--- src/rtl/csa_resolve_adder.sv ---
// csa_resolve_adder: two-stage valid/ready carry-propagate adder that resolves a redundant (sum, carry)
// pair into one 64-bit word or two independent 32-bit lanes. Define CSA_RESOLVE_CARRY_OUT_EN for CARRY_OUT.
module csa_resolve_adder #(
  parameter int unsigned DATA_W = 64,
  parameter int unsigned LO_W   = 32
) (
  input  logic              clk,
  input  logic              rst,
  input  logic              mode64,
  input  logic [DATA_W-1:0] SUM_IN,
  input  logic [DATA_W-1:0] CARRY_IN,
  input  logic              in_valid,
  output logic              in_ready,
  output logic [DATA_W-1:0] RESULT,
  output logic              out_valid,
  input  logic              out_ready
`ifdef CSA_RESOLVE_CARRY_OUT_EN
  ,
  output logic [1:0]        CARRY_OUT
`endif
);

  localparam int unsigned HI_W = DATA_W - LO_W;

  logic            va;
  logic            vb;
  logic            adv_b;
  logic            load_a;
  logic            load_b;
  logic            c32;
  logic [LO_W:0]   lo_add;
  logic [HI_W:0]   hi_add;

  // Stage A registers: resolved low half plus the high-half operands travelling with their mode
  logic [LO_W-1:0] a_lo;
  logic            a_lo_co;
  logic            a_mode;
  logic [HI_W-1:0] a_hi_s;
  logic [HI_W-1:0] a_hi_c;

  // Handshake and both half-width adders
  always_comb begin
    adv_b    = !vb || out_ready;
    in_ready = !rst && (!va || adv_b);
    load_a   = in_valid && in_ready;
    load_b   = va && adv_b;
    lo_add   = {1'b0, SUM_IN[LO_W-1:0]} + {1'b0, CARRY_IN[LO_W-1:0]};
    // Lane mode blocks the bit-31 carry from reaching the high half
    c32      = a_mode && a_lo_co;
    hi_add   = {1'b0, a_hi_s} + {1'b0, a_hi_c} + (HI_W+1)'(c32);
  end

  assign out_valid = vb;

  // Stage A: capture only on an accepted input so idle inputs never reach the pipe
  always_ff @(posedge clk) begin
    if (rst) begin
      va      <= 1'b0;
      a_lo    <= '0;
      a_lo_co <= 1'b0;
      a_mode  <= 1'b0;
      a_hi_s  <= '0;
      a_hi_c  <= '0;
    end else begin
      if (load_a) begin
        va      <= 1'b1;
        a_lo    <= lo_add[LO_W-1:0];
        a_lo_co <= lo_add[LO_W];
        a_mode  <= mode64;
        a_hi_s  <= SUM_IN[DATA_W-1:LO_W];
        a_hi_c  <= CARRY_IN[DATA_W-1:LO_W];
      end else if (load_b) begin
        va <= 1'b0;
      end
    end
  end

  // Stage B: output register, held while the consumer stalls
  always_ff @(posedge clk) begin
    if (rst) begin
      vb     <= 1'b0;
      RESULT <= '0;
    end else begin
      if (load_b) begin
        vb     <= 1'b1;
        RESULT <= {hi_add[HI_W-1:0], a_lo};
      end else if (out_ready) begin
        vb <= 1'b0;
      end
    end
  end

`ifdef CSA_RESOLVE_CARRY_OUT_EN
  // Bit 0 reports the low-lane carry only in lane mode; in 64-bit mode it was consumed internally
  always_ff @(posedge clk) begin
    if (rst) begin
      CARRY_OUT <= 2'b00;
    end else if (load_b) begin
      CARRY_OUT <= {hi_add[HI_W], a_lo_co && !a_mode};
    end
  end
`endif

endmodule

--- config.mk ---
export PLATFORM = sky130hd
export DESIGN_NAME = csa_resolve_adder
export DESIGN_NICKNAME = d
export VERILOG_FILES = /design/src/rtl/csa_resolve_adder.sv
export SDC_FILE = /design/constraint.sdc
export NUM_CORES = 1
export LEC_CHECK = 0
export ABC_AREA = 1
export BUFFER_PORTS_ARGS = -buffer_cell sky130_fd_sc_hd__buf_2
export CAP_MARGIN = 20
export CORE_MARGIN = 3
export CORE_UTILIZATION = 61
export CTS_BUF_LIST = sky130_fd_sc_hd__clkbuf_16
export DETAILED_ROUTE_END_ITERATION = 12
export PLACE_DENSITY = 0.91
export SKIP_CTS_REPAIR_TIMING = 1
export SLEW_MARGIN = 20
export SYNTH_ARGS = -nofsm -noshare
export SYNTH_HDL_FRONTEND = slang
export SYNTH_SLANG_ARGS = --single-unit
--- constraint.sdc ---
create_clock -name clk -period 4.8 [get_ports clk]
set_input_delay 0 -clock clk [delete_from_list [all_inputs] [get_ports clk]]
set_output_delay 0 -clock clk [all_outputs]
set_load 0.01 [all_outputs]
==> results_dict.tcl, run 1 <==
set metrics [dict create \
    synth_nets 1940 \
    syn_area_um2 10600 \
    dr.first_iter.drc_count 1025 \
    drive_gt1_share_pct 13.8 \
    clkLatencyLatePin_ps 440 \
    start_util_pct 63.1 \
    place_hpwl_um 22600 \
    cp_max_fo 84 \
    synth.distinct_cells 36 \
    n_fill_cell 1290 \
    route.detailed.drc 0 \
    yosysMostFrequentCell "nand2_1" \
    setup_viol 0 \
    grt_use_met3_pct 5.62 \
    postSynthCellCount 1742 \
    coreArea_um2 16800 \
    fp.dieW_um 138 \
    violations "hold timing" \
    via_per_inst 5.26 \
    final-hold-violation-count 1 \
    synthFlopType "dfxtp_1" \
    numCtsBuffers 17 \
    wirelength_um 32900 \
    synth_top_area_share_pct 31.0 \
    yosysWarnings 0 \
    critPathLaunchType "flop" \
    grt_use_met1_pct 36.3 \
    drv_slew 0 \
    timing.rr.start "out_valid$_SDFFE_PP0P_" \
    rsz0062_at_grt "no" \
    p_leak_nw 7.26 \
    grt_usage_pct 31.1 \
    seq_area_frac_synth_pct 31.0 \
    crit_path_end_kind "flop" \
    tns_ps 0 \
    n_antenna_cell 0 \
    worstSetupPathType "flop to flop" \
    port_buffers 198 \
    grt_pass1_vias 10044 \
    routed-via-count 11654 \
    status "complete, but fails checks" \
    max_slew_margin_pct 24.4 \
    min_period_ps 2480 \
    area_growth_pct 22.1 \
    synth.largest_area_cell "dfxtp_1" \
    grt_pass1_wl_um 46800 \
    max-cap-violations 0 \
    fmax_ghz 0.403 \
    cts_tree "yes" \
    cts_buffer_depth 2 \
    cp.arrival_ps 2740 \
    avgSynthCellArea_um2 6.09 \
    clk_pin_slew_ps 80 \
    holdWs_ps -17.9 \
    place_inst 2114 \
    grt_antenna_before_repair 0 \
    crit_start "out_valid$_SDFFE_PP0P_" \
    synth-async-reset-ratio_pct 0 \
    cp.required_ps 5060 \
    use_met2_pct 54.1 \
    hold_class "primary input to flop" \
    first_pass_iters 6 \
    final_nets 2181 \
    synthTopCellsByCount "587 x nand2_1, 298 x inv_1, 166 x nor2_1" \
    io_pins 199 \
    synthTopCellsByArea "dfxtp_1 31%, nand2_1 21%, inv_1 11%, ha_1 7.3%, o21ai_0 6.6%" \
    clkSinkCount 164 \
    die_area_um2 19000 \
    synth-edff-count 0 \
    wl_per_cell_um 14.8 \
    finalWeightedCongestion 0.987 \
    grt_max_degree 118 \
    fin_skew_ps 9.19 \
    cts_max_level 4 \
    hp-start "SUM_IN[1]" \
    irDropWorstVdd_mv 0.280 \
    powerDensity_nw_per_um2 298 \
    ys_seq_elements 164 \
    finalCritPeriodShare_pct 51.7 \
    row_count 47 \
    cts-root-buf "clkbuf_16" \
    antenna_left 0 \
    grt.overflow.total 0 \
    fp.dieH_um 138 \
    tightestPinTransition_ps 1130 \
    grt-busiest-layer "met2" \
    rrSetupSlack_ps 2320 \
    fin_cells 2216 \
]
-- worst max-delay path, stage by stage, from the launching register on --
cell and delay, ps:
dfxtp_1 310, nand2_1 110, nor2_1 50, inv_1 80, nand2_2 70, nor2_4 90
buf_4 470, buf_4 730, o21ai_0 300
-- logic make-up (layout without fill, tap and decap cells) --
kind of cell | count (synthesis) | count (layout) | synth area share (%)
buf+inv | 354 | 608 | 13.3
compound gates | 231 | 231 | 11.2
simple gates | 903 | 903 | 34.6
flops | 164 | 164 | 31.0
xor+xnor | 25 | 25 | 2.06
fa+ha+maj | 65 | 65 | 7.88
-- final cells by class --
| cell class | instances | area, um^2 | share of cell area (%) |
|---|---|---|---|
| Tap cell | 220 | 275 | 2.13 |
| Timing Repair Buffer | 273 | 1730 | 13.4 |
| Clock inverter | 15 | 184 | 1.42 |
| Clock buffer | 17 | 425 | 3.28 |
| Multi-Input combinational cell | 1224 | 5920 | 45.7 |
| Sequential cell | 164 | 3280 | 25.4 |
| Inverter | 303 | 1140 | 8.78 |
-- metrics by stage --
| step | cell area [um^2] | hold WS, ps | utilization (%) | power, W | setup slack [ps] |
|---|---|---|---|---|---|
| 2_1_floorplan | 10600 | 113 | - | 0.00213 | 2900 |
| 3_3_place_gp | 11600 | 198 | 69.2 | 0.00238 | 2510 |
| 3_5_place_dp | 11600 | 204 | 69.2 | 0.00240 | 2440 |
| 4_1_cts | 12300 | -253 | 72.8 | 0.00378 | 2420 |
| 5_1_grt | 13000 | 40.2 | 77.0 | 0.00403 | 2100 |
| 6_report | 13000 | -17.9 | 77.0 | 0.00386 | 2320 |
-- layout by cell type (no fill, tap or decap), drive strengths merged --
| cell type | instances |
|---|---|
| a211oi | 1 |
| a21o | 3 |
| a21oi | 72 |
| and2 | 2 |
| buf | 203 |
| clkbuf | 17 |
| clkinv | 6 |
| dfxtp | 164 |
| dlygate4sd3 | 70 |
| fa | 3 |
| ha | 62 |
| inv | 312 |
| nand2 | 607 |
| nand3 | 106 |
| nand4 | 6 |
| nor2 | 172 |
| nor3 | 10 |
| o211ai | 1 |
| o21ai | 146 |
| o21bai | 6 |
| o31ai | 2 |
| xnor2 | 13 |
| xor2 | 12 |
-- routing by layer --
| metal | vias up | share of wire, % |
|---|---|---|
| li1 | 5841 | - |
| met2 | 529 | 48 |
| met4 | 0 | 5.8 |
| met1 | 5164 | 40 |
| met3 | 120 | 6.5 |
| met5 | - | 0 |
-- power breakdown --
group	internal [W]	leakage, nW	switching, W	total [W]
clock network	0.000711	0.298	0.000695	0.00141
registers	0.00148	1.36	0.0000706	0.00155
logic	0.000342	5.60	0.000561	0.000903
total	0.00253	7.26	0.00133	0.00386
-- state kept, by name (all words and copies together), names as in the netlist --
signal and cells:
a_lo 32, va 1, a_hi_c 32, a_lo_co 1
a_hi_s 32, a_mode 1, RESULT 64, out_valid 1
-- path summary, 6_finish.rpt --
kind / depth (start not counted) / to
hold reg to reg: 2 / RESULT[9]$_SDFFE_PP0P_
setup reg to reg: 8 / a_hi_s[29]$_SDFFE_PP0P_
hold / removal: 4 / a_lo[1]$_SDFFE_PP0P_
setup / recovery: 8 / a_hi_s[29]$_SDFFE_PP0P_
No activity file was read; power rests on OpenSTA's default activity.
==> run 2: changes to the inputs <==
CORE_UTILIZATION = 51   (was 61)
PLACE_DENSITY = 0.81   (was 0.91)
clock period = 2.1 ns   (was 4.8 ns; I/O delays follow)
==> run 2 against run 1 <==
  * The run now ends clean
  * Via count is 2.3% lower
  * Sequential share of layout area decreased by 0.32 points
  * Clock power up 130%
  * Flip-flop and latch count stayed put
  * Fmax rose by 25%
  * Worst hold slack improved by 20 ps
  * Combinational power grew 130%
  * Clock-buffer cell count did not move
  * Worst setup slack worse by 2200 ps
==> results_dict.tcl, run 2 (synthesis gave the netlist of run 1 again) <==
set metrics [dict create \
    clkSinkCount 164 \
    tightestPinTransition_ps 700 \
    drive_gt1_share_pct 14.9 \
    start_util_pct 52.1 \
    grt.overflow.total 0 \
    grt_pass1_vias 10263 \
    drt-met1-wl_um 13100 \
    powerDensity_nw_per_um2 668 \
    numCtsBuffers 17 \
    multi_input_area_um2 5960 \
    row_count 52 \
    irDropWorstVdd_mv 0.399 \
    clk_pin_slew_ps 70 \
    clkLatencyLatePin_ps 440 \
    min_path_cells 4 \
    crit_path_cell_trace "nand2_2 > fa_2 > inv_2 > fa_2 > nand3_1 > nand3_2 > nand3_2 > nand3_4 > buf_4 > xor2_1 > o21ai_1 > inv_1" \
    finalWeightedCongestion 0.955 \
    regMostFlops "RESULT" \
    final-hold-violation-count 0 \
    port_buffers 198 \
    cp.required_ps 2430 \
    area_growth_pct 23.7 \
    cp.depth 12 \
    cts-root-buf "clkbuf_16" \
    n_fill_cell 1827 \
    fmax_ghz 0.503 \
    routed-via-count 11387 \
    grt_max_degree 118 \
    regArea_um2 3280 \
    min_period_ps 1990 \
    place_hpwl_um 22900 \
    path_delay_family "adder cells" \
    finalCritPeriodShare_pct 94.6 \
    holdWs_ps 2.19 \
    wl_met3_um 1790 \
    power_switching_w 0.00280 \
    wirelength_um 31000 \
    pwr-share-clk_pct 36.3 \
    largest_reg_flops 64 \
    place_inst 2171 \
    cts_buffer_depth 2 \
    drv_slew 0 \
    cts_tree "yes" \
    layout_common_cells "583 x nand2_1, 295 x inv_1, 198 x buf_2" \
    layout_commonest_cell "nand2_1" \
    n_antenna_cell 0 \
    path_buf_inv 3 \
    p_comb_share_pct 23.4 \
    final_nets 2188 \
    coreArea_um2 20400 \
    grt_usage_pct 26.3 \
    grt_pass1_wl_um 48000 \
    cp.arrival_ps 2320 \
    intPower_w 0.00596 \
    rr_worst_depth 12 \
    wl_met2_um 14600 \
    worstSetupPathType "flop to flop" \
    via_per_inst 5.01 \
    max_slew_margin_pct 53.3 \
    status "complete, no violations" \
    switching_share_pct 32.0 \
    hold_class "primary input to flop" \
    die_area_um2 22600 \
    fin_cells 2273 \
    cpMaxStageDelayCell "fa_2" \
    max-cap-violations 0 \
    grt_antenna_before_repair 0 \
    power_frac_seq_pct 40.2 \
    critPathLaunchType "flop" \
    first_pass_iters 5 \
    io_pins 199 \
    p_leak_nw 7.33 \
    setup_viol 0 \
    cp_max_fo 3 \
    antenna_left 0 \
    fin_skew_ps 9.50 \
    wl_per_cell_um 13.6 \
    cpPeakStageDelay_ps 380 \
    crit_path_end_kind "flop" \
    fp.dieH_um 150 \
    dr.first_iter.drc_count 620 \
    cts_max_level 4 \
    top_layer_used "met4" \
    fp.dieW_um 150 \
    route.detailed.drc 0 \
]
-- run 2: cell count changes in the layout (fill, tap and decap cells not counted), moves of 4 or more --
cell	before	now
buf_4	5	12
nand2_1	587	583
nand2_2	19	23
clkinv_8	5	0
nand3_2	5	9
nand3_1	101	96
-- run 2: through the flow --
stage	area (um^2)	setup WS [ps]	total power [W]	TNS, ps	utilization, %
floorplan	10600	197	0.00487	0	-
global placement	11800	84.1	0.00546	0	57.9
detailed placement	11800	20.2	0.00550	0	57.9
CTS	12400	-16.4	0.00867	-32.1	60.8
global route	13100	-13.5	0.00924	-13.5	64.4
finish	13100	114	0.00877	0	64.4
-- run 2: tightest hold or removal path: stages --
cell and delay (ps):
buf_2 110, fa_1 180, nand2_1 50, o21ai_0 60
-- run 2: path summary, 6_finish.rpt --
| kind | start | end | slack [ps] |
|---|---|---|---|
| min | CARRY_IN[1] | a_lo[1]$_SDFFE_PP0P_ | 2 |
| max reg2reg | a_lo_co$_SDFFE_PP0P_ | RESULT[44]$_SDFFE_PP0P_ | 110 |
| max | a_lo_co$_SDFFE_PP0P_ | RESULT[44]$_SDFFE_PP0P_ | 110 |
| min reg2reg | a_lo[30]$_SDFFE_PP0P_ | RESULT[30]$_SDFFE_PP0P_ | 460 |
-- run 2: layout make-up --
cell class | count | area share (%)
Timing Repair Buffer | 280 | 13.7
Sequential cell | 164 | 25.0
Multi-Input combinational cell | 1224 | 45.5
Tap cell | 270 | 2.57
Clock inverter | 15 | 1.29
Inverter | 303 | 8.67
Clock buffer | 17 | 3.24
-- run 2: per-layer routing --
layer,global-route usage (%),vias to the layer above
met5,0,-
met4,11.1,0
met3,4.49,83
met2,45.2,385
met1,32.6,5074
li1,-,5845
-- run 2: power by group through the flow --
stage                     sequential, W  clock, W  combinational (W)
final                           0.00352   0.00319            0.00206
after global routing            0.00355   0.00337            0.00232
after CTS                       0.00352   0.00322            0.00193
after detailed placement        0.00359         0            0.00191
after global placement          0.00358         0            0.00188
after floorplan                 0.00359         0            0.00128
